[config.mk]
export PLATFORM = sky130hd
export DESIGN_NAME = bist_march_ctrl
export DESIGN_NICKNAME = d
export VERILOG_FILES = /design/src/rtl/bist_pkg.sv /design/src/rtl/bist_march_ctrl.sv
export SDC_FILE = /design/constraint.sdc
export NUM_CORES = 1
export LEC_CHECK = 0
export BUFFER_PORTS_ARGS = -buffer_cell sky130_fd_sc_hd__clkbuf_2
export CORE_MARGIN = 2
export CORE_UTILIZATION = 45
export DETAILED_ROUTE_END_ITERATION = 16
export GPL_TIMING_DRIVEN = 0
export HOLD_SLACK_MARGIN = 0.12
export PLACE_DENSITY = 0.64
export SYNTH_ARGS = -nofsm -noshare
export SYNTH_HDL_FRONTEND = slang
export SYNTH_SLANG_ARGS = --single-unit
[constraint.sdc]
create_clock -name bist_clk -period 3.45 [get_ports bist_clk]
set_input_delay 0.1725 -clock bist_clk [delete_from_list [all_inputs] [get_ports bist_clk]]
set_output_delay 0.1725 -clock bist_clk [all_outputs]
set_load 0.01 [all_outputs]
[src/rtl/bist_pkg.sv]
// Shared March C- definitions: FSM encoding, element indices, the element
// table (direction, op count, op types) and the data-pattern bits.
package bist_pkg;

  typedef enum logic [2:0] {
    ST_IDLE  = 3'd0,
    ST_CLR   = 3'd1,
    ST_RUN   = 3'd2,
    ST_DRAIN = 3'd3,
    ST_DONE  = 3'd4
  } bist_state_t;

  localparam logic [2:0] M0 = 3'd0;
  localparam logic [2:0] M1 = 3'd1;
  localparam logic [2:0] M2 = 3'd2;
  localparam logic [2:0] M3 = 3'd3;
  localparam logic [2:0] M4 = 3'd4;
  localparam logic [2:0] M5 = 3'd5;

  // A data bit is replicated across the full word: 0 -> all-zeros, 1 -> all-ones.
  localparam logic DATA0 = 1'b0;
  localparam logic DATA1 = 1'b1;

  typedef struct packed {
    logic is_write;
    logic data_bit;
  } march_op_t;

  localparam march_op_t OP_R0 = '{is_write: 1'b0, data_bit: DATA0};
  localparam march_op_t OP_R1 = '{is_write: 1'b0, data_bit: DATA1};
  localparam march_op_t OP_W0 = '{is_write: 1'b1, data_bit: DATA0};
  localparam march_op_t OP_W1 = '{is_write: 1'b1, data_bit: DATA1};

  typedef struct packed {
    logic      dir_up;
    logic      two_ops;
    march_op_t op0;
    march_op_t op1;
  } march_elem_t;

  // Single-op elements repeat op0 in op1 so the table stays uniform.
  function automatic march_elem_t elem_info(input logic [2:0] elem);
    march_elem_t d;
    case (elem)
      M0:      d = '{dir_up: 1'b1, two_ops: 1'b0, op0: OP_W0, op1: OP_W0};
      M1:      d = '{dir_up: 1'b1, two_ops: 1'b1, op0: OP_R0, op1: OP_W1};
      M2:      d = '{dir_up: 1'b1, two_ops: 1'b1, op0: OP_R1, op1: OP_W0};
      M3:      d = '{dir_up: 1'b0, two_ops: 1'b1, op0: OP_R0, op1: OP_W1};
      M4:      d = '{dir_up: 1'b0, two_ops: 1'b1, op0: OP_R1, op1: OP_W0};
      M5:      d = '{dir_up: 1'b0, two_ops: 1'b0, op0: OP_R0, op1: OP_R0};
      default: d = '{dir_up: 1'b0, two_ops: 1'b0, op0: OP_R0, op1: OP_R0};
    endcase
    return d;
  endfunction

  function automatic logic elem_is_up(input logic [2:0] elem);
    march_elem_t d;
    d = elem_info(elem);
    return d.dir_up;
  endfunction

endpackage

[src/rtl/bist_march_ctrl.sv]
// March C- BIST controller: steers the external bist_addr_gen, issues RAM
// strobes one cycle later and compares read data two cycles after the decision.
//
// state    | meaning
// IDLE     | waiting for bist_start after reset
// CLR      | clearing the address generator (one cycle)
// RUN      | one March operation per cycle
// DRAIN    | two cycles flushing the last access and its compare
// DONE     | result held; bist_start reruns the test
module bist_march_ctrl
  import bist_pkg::*;
#(
  parameter int pADDR_WIDTH = 4,
  parameter int pDATA_WIDTH = 8
) (
  input  logic                   bist_clk,
  input  logic                   bist_rst_n,
  input  logic                   bist_start,
  input  logic                   max_addr_done,
  input  logic                   min_addr_done,
  output logic                   addr_clr_en,
  output logic                   addr_up_en,
  output logic                   addr_dn_en,
  output logic                   mem_ce,
  output logic                   mem_we,
  output logic [pDATA_WIDTH-1:0] mem_wdata,
  input  logic [pDATA_WIDTH-1:0] mem_rdata,
  output logic                   bist_busy,
  output logic                   bist_done,
  output logic                   bist_fail,
  output logic [pADDR_WIDTH-1:0] fail_addr,
  output logic [2:0]             fail_elem
);

  bist_state_t state_q, state_d;
  logic [2:0]  elem_q, elem_d;
  logic        op_q, op_d;
  logic        drain_q, drain_d;

  // Shadow of the address generator, used only to tag reads for fail_addr.
  logic [pADDR_WIDTH-1:0] addr_q;

  march_elem_t cur;
  march_op_t   cur_op;
  logic        nxt_up;
  logic        last_op;
  logic        at_limit;
  logic        issue;
  logic        start_acc;
  logic [pDATA_WIDTH-1:0] op_data;

  logic                   s1_rd, s2_rd;
  logic [pDATA_WIDTH-1:0] s1_exp, s2_exp;
  logic [pADDR_WIDTH-1:0] s1_addr, s2_addr;
  logic [2:0]             s1_elem, s2_elem;
  logic                   miscompare;

  always_comb begin
    state_d     = state_q;
    elem_d      = elem_q;
    op_d        = op_q;
    drain_d     = drain_q;
    addr_clr_en = 1'b0;
    addr_up_en  = 1'b0;
    addr_dn_en  = 1'b0;
    start_acc   = 1'b0;
    issue       = 1'b0;
    cur         = elem_info(elem_q);
    cur_op      = op_q ? cur.op1 : cur.op0;
    nxt_up      = elem_is_up(elem_q + 3'd1);
    last_op     = (op_q == cur.two_ops);
    at_limit    = cur.dir_up ? max_addr_done : min_addr_done;
    op_data     = {pDATA_WIDTH{cur_op.data_bit}};

    case (state_q)
      ST_IDLE, ST_DONE: begin
        if (bist_start) begin
          state_d   = ST_CLR;
          start_acc = 1'b1;
        end
      end
      ST_CLR: begin
        addr_clr_en = 1'b1;
        state_d     = ST_RUN;
        elem_d      = M0;
        op_d        = 1'b0;
      end
      ST_RUN: begin
        issue = 1'b1;
        if (!last_op) begin
          op_d = 1'b1;
        end else begin
          op_d = 1'b0;
          if (!at_limit) begin
            addr_up_en = cur.dir_up;
            addr_dn_en = !cur.dir_up;
          end else if (elem_q == M5) begin
            state_d = ST_DRAIN;
            drain_d = 1'b0;
          end else begin
            // up->up and dn->dn wrap the counter; up->dn stays at the top address
            elem_d     = elem_q + 3'd1;
            addr_up_en = cur.dir_up && nxt_up;
            addr_dn_en = !cur.dir_up && !nxt_up;
          end
        end
      end
      ST_DRAIN: begin
        drain_d = 1'b1;
        if (drain_q) state_d = ST_DONE;
      end
      default: state_d = ST_IDLE;
    endcase
  end

  always_ff @(posedge bist_clk or negedge bist_rst_n) begin
    if (!bist_rst_n) begin
      state_q <= ST_IDLE;
      elem_q  <= M0;
      op_q    <= 1'b0;
      drain_q <= 1'b0;
      addr_q  <= '0;
    end else begin
      state_q <= state_d;
      elem_q  <= elem_d;
      op_q    <= op_d;
      drain_q <= drain_d;
      if (addr_clr_en)     addr_q <= '0;
      else if (addr_up_en) addr_q <= addr_q + pADDR_WIDTH'(1);
      else if (addr_dn_en) addr_q <= addr_q - pADDR_WIDTH'(1);
    end
  end

  always_ff @(posedge bist_clk or negedge bist_rst_n) begin
    if (!bist_rst_n) begin
      mem_ce    <= 1'b0;
      mem_we    <= 1'b0;
      mem_wdata <= '0;
      s1_rd     <= 1'b0;
      s1_exp    <= '0;
      s1_addr   <= '0;
      s1_elem   <= '0;
      s2_rd     <= 1'b0;
      s2_exp    <= '0;
      s2_addr   <= '0;
      s2_elem   <= '0;
    end else begin
      mem_ce    <= issue;
      mem_we    <= issue && cur_op.is_write;
      mem_wdata <= (issue && cur_op.is_write) ? op_data : '0;
      s1_rd     <= issue && !cur_op.is_write;
      s1_exp    <= op_data;
      s1_addr   <= addr_q;
      s1_elem   <= elem_q;
      s2_rd     <= s1_rd;
      s2_exp    <= s1_exp;
      s2_addr   <= s1_addr;
      s2_elem   <= s1_elem;
    end
  end

  assign miscompare = s2_rd && (mem_rdata != s2_exp);

  always_ff @(posedge bist_clk or negedge bist_rst_n) begin
    if (!bist_rst_n) begin
      bist_fail <= 1'b0;
      fail_addr <= '0;
      fail_elem <= '0;
    end else if (start_acc) begin
      bist_fail <= 1'b0;
      fail_addr <= '0;
      fail_elem <= '0;
    end else if (miscompare) begin
      bist_fail <= 1'b1;
      if (!bist_fail) begin
        fail_addr <= s2_addr;
        fail_elem <= s2_elem;
      end
    end
  end

  assign bist_busy = (state_q == ST_CLR) || (state_q == ST_RUN) || (state_q == ST_DRAIN);
  assign bist_done = (state_q == ST_DONE);

endmodule

==> out/metrics.csv <==
stage;metric;value;unit
synth;post-synthesis compound-gate area fraction;0.158;
synth;Yosys reg bits;41;
pwr;Design Power;2.12;mW
routing;DRT Pass-1 Iters;4;
synth;Post-synth top flop;dfrtp_1;
synth;post-synthesis sequential area ratio;0.509;
timing;setup TNS;0;ns
cells_and_area;most common cell after layout, fill and taps aside;dfrtp_1;
synth;EDFF count, synth;0;
worst_setup_path;CP Data Arrival Time;3.20;ns
synth;mux share of post-synthesis cell area;0.0645;
cells_and_area;most frequent cells in the layout;dfrtp_1 (41), clkbuf_2 (35), nor2_1 (15);
synth;share of the synthesized area in the top cell type;0.509;
clock_network;maximum clock insertion buffer count;2;
worst_setup_path;Worst Reg2Reg Path Length in Cells;12;
routing;final WL;3540;um
synth;FFs w/ async S/R, synth;1.00;
global_routing;Overflow after GRT;0;
job;Max-Cap Viols;0;
cells_and_area;layout cell share with drive strength beyond 1;0.296;
floorplan;Die W;71.0;um
global_routing;initial antenna violation count;0;
timing;crit path time final;3.04;ns
synth;Post-Syn Area;0.00202;sq mm
clock_network;setup bufs post-CTS;0;
clock_network;Root Buffer Master;clkbuf_8;
clock_network;worst-skew pair later-pin latency;0.28;ns
place;RePlAce Congestion;0.758;
synth;area share of fa/ha/maj cells after synthesis;0.0596;
timing;setup ws final;0.411;ns
timing;Final Hold Fails;0;
synth;Syn Inst Count;181;
routing;DR WL/cell;12.7;um
synth;syn avg cell area;11.1;sq um
pwr;power per cell area;897;mW/mm^2
worst_setup_path;CP Class;reg2reg;
worst_setup_path;CP max FO;8;
routing;DRC Markers;0;
floorplan;Initial Utilization;0.466;
timing;Max Slew Vio Count;0;
clock_network;TritonCTS clock tree;built;
global_routing;first-pass GRT wire length;6120;um
place;Place WS;0.393;ns
timing;WHS;0.349;ns
timing;Setup Skew;0.00410;ns
timing;FMAX;329;MHz
routing;vias post-DR;1413;
global_routing;Total GRT Usage;0.156;
synth;Netlist cell types;54;
synth;top cells by area, synth;dfrtp_1 (51%), mux2i_1 (6.5%), ha_1 (5.0%);
timing;final setup vio count;0;
synth;xor-xnor portion of the synthesized cell area;0.00434;
routing;1st-iter DRT viols;111;
floorplan;io pins;36;
global_routing;largest net degree at the start of global routing;42;
routing;vias per inst;5.08;
floorplan;Die Area;0.00503;sq mm
routing;antenna-violating nets left;0;
synth;main combinational cell family by area after synthesis;compound AO/OA/AOI/OAI gates;
timing;unrepaired setup endpoints after global routing;false;
synth;syn nets;203;
worst_setup_path;Critical Path Start Type;flop;
floorplan;Core Region;0.00432;sq mm
min_path;hold path depth;0;
clock_network;H-tree levels;2;
synth;post-synthesis simple-gate area fraction;0.146;
cells_and_area;Area Overhead vs Synth;17.0;%
min_path;worst hold-check path type;reg2reg;
run_status;status;finished clean;
place;HPWL Detailed;2660;um
cells_and_area;# nets final;247;
worst_setup_path;CP endpoint kind;flop;
floorplan;DIE HEIGHT;71.0;um
place;Port Buf Inserts;35;
worst_setup_path;Crit path required time;3.62;ns
timing;headroom to the max-slew limit;0.372;
clock_network;CTS sink cnt;41;
synth;Yosys top cell by area;dfrtp_1;
clock_network;Reg clk slew, reported paths;0.07;ns
cells_and_area;ANT cells;0;
synth;Yosys warnings;0;
floorplan;num rows;24;
pwr;leakage power;1.20;nW
global_routing;vias in the first global route;1348;
pwr;IR drop worst, VDD;0.366;mV
clock_network;total CTS buffers;5;
timing;Tcrit/Tclk final;0.881;
timing;Least-Margin Pin Slew;0.943;ns
[worst paths after layout]
path / start / end / slack (ns)
worst max-delay path: elem_q[0] / addr_q[3] / 0.41
worst min-delay path: s1_elem[1] / s2_elem[1] / 0.35
worst max register to register: elem_q[0] / addr_q[3] / 0.41
worst min register to register: s1_elem[1] / s2_elem[1] / 0.35
max in group asynchronous: bist_rst_n / fail_elem[2] / 2.30
min in group asynchronous: bist_rst_n / bist_fail / 0.56
[logic make-up (layout without fill, tap and decap cells)]
kind of cell               after synthesis  in the layout
AOI/OAI and AO/OA                       38             38
xor gates and xnor gates                 1              1
adders and majority gates                9              9
buffers and inverters                   23             68
DFF                                     41             41
muxes                                   13             13
and+or+nand+nor                         56             56
[layer usage]
layer  track usage  vias to the layer above  part of all wire
met5             0                        -                 0
met1         0.215                      657              0.49
li1              -                      720                 -
met4        0.0692                        0             0.018
met2         0.239                       31              0.46
met3        0.0342                        5             0.033
[Yosys cell counts, drive strengths merged, types with 2 or more instances]
cell / number
dfrtp: 41
nor2: 15
nand2: 14
mux2i: 13
buf: 12
inv: 10
ha: 8
nor3: 6
a21oi: 5
o21ai: 5
a211oi: 4
nand2b: 4
a21boi: 3
and2: 3
nand3: 3
o22ai: 3
a22o: 2
a311oi: 2
and3: 2
nor2b: 2
o2bb2ai: 2
or3: 2
[cell type report]
type / instances / area (sq um)
fillers: 396 / 1960
inverters: 10 / 37.5
flip-flops and latches: 41 / 1030
repair buffers: 37 / 195
well taps: 52 / 65.1
clock buffers: 6 / 72.6
plain buffers: 13 / 80.1
clock inverters: 2 / 10.0
multi-input cells: 117 / 873
[state kept, by name, indices dropped and copies added, names as in the netlist, 3 cells and up]
signal,flops
s1_elem,3
s2_elem,3
fail_addr,4
state_q,3
s2_addr,4
elem_q,3
s1_addr,4
addr_q,4
fail_elem,3
[report_power, final]
part | total [mW] | switching, mW | internal [mW]
sequential | 0.786 | 0.118 | 0.668
combinational | 1.04 | 0.582 | 0.461
clock | 0.288 | 0.148 | 0.140
total | 2.12 | 0.848 | 1.27
[critical path, cell delays in order (launching register included)]
cell,delay (ns)
dfrtp_1,0.50
inv_1,0.13
ha_1,0.31
nor3_2,0.29
a211oi_2,0.14
nor3_2,0.22
nand3_1,0.19
ha_1,0.33
a21o_1,0.19
a221oi_2,0.20
a21boi_2,0.18
o21ai_1,0.10
mux2i_1,0.14
[what timing repair did]
action | 4_1_cts | 5_1_grt
gates resized for setup | 0 | 0
hold endpoints to repair | 43 | 0
hold buffers | 2 | 0
[per-stage QoR]
stage	instance area, sq um	util	std cells
6_report	2360	0.546	278
5_1_grt	2360	0.546	278
4_1_cts	2360	0.546	278
3_5_place_dp	2260	0.522	268
3_3_place_gp	2260	0.522	268
2_1_floorplan	2020	-	181
Note: power is estimated with default switching activity, not from simulation.
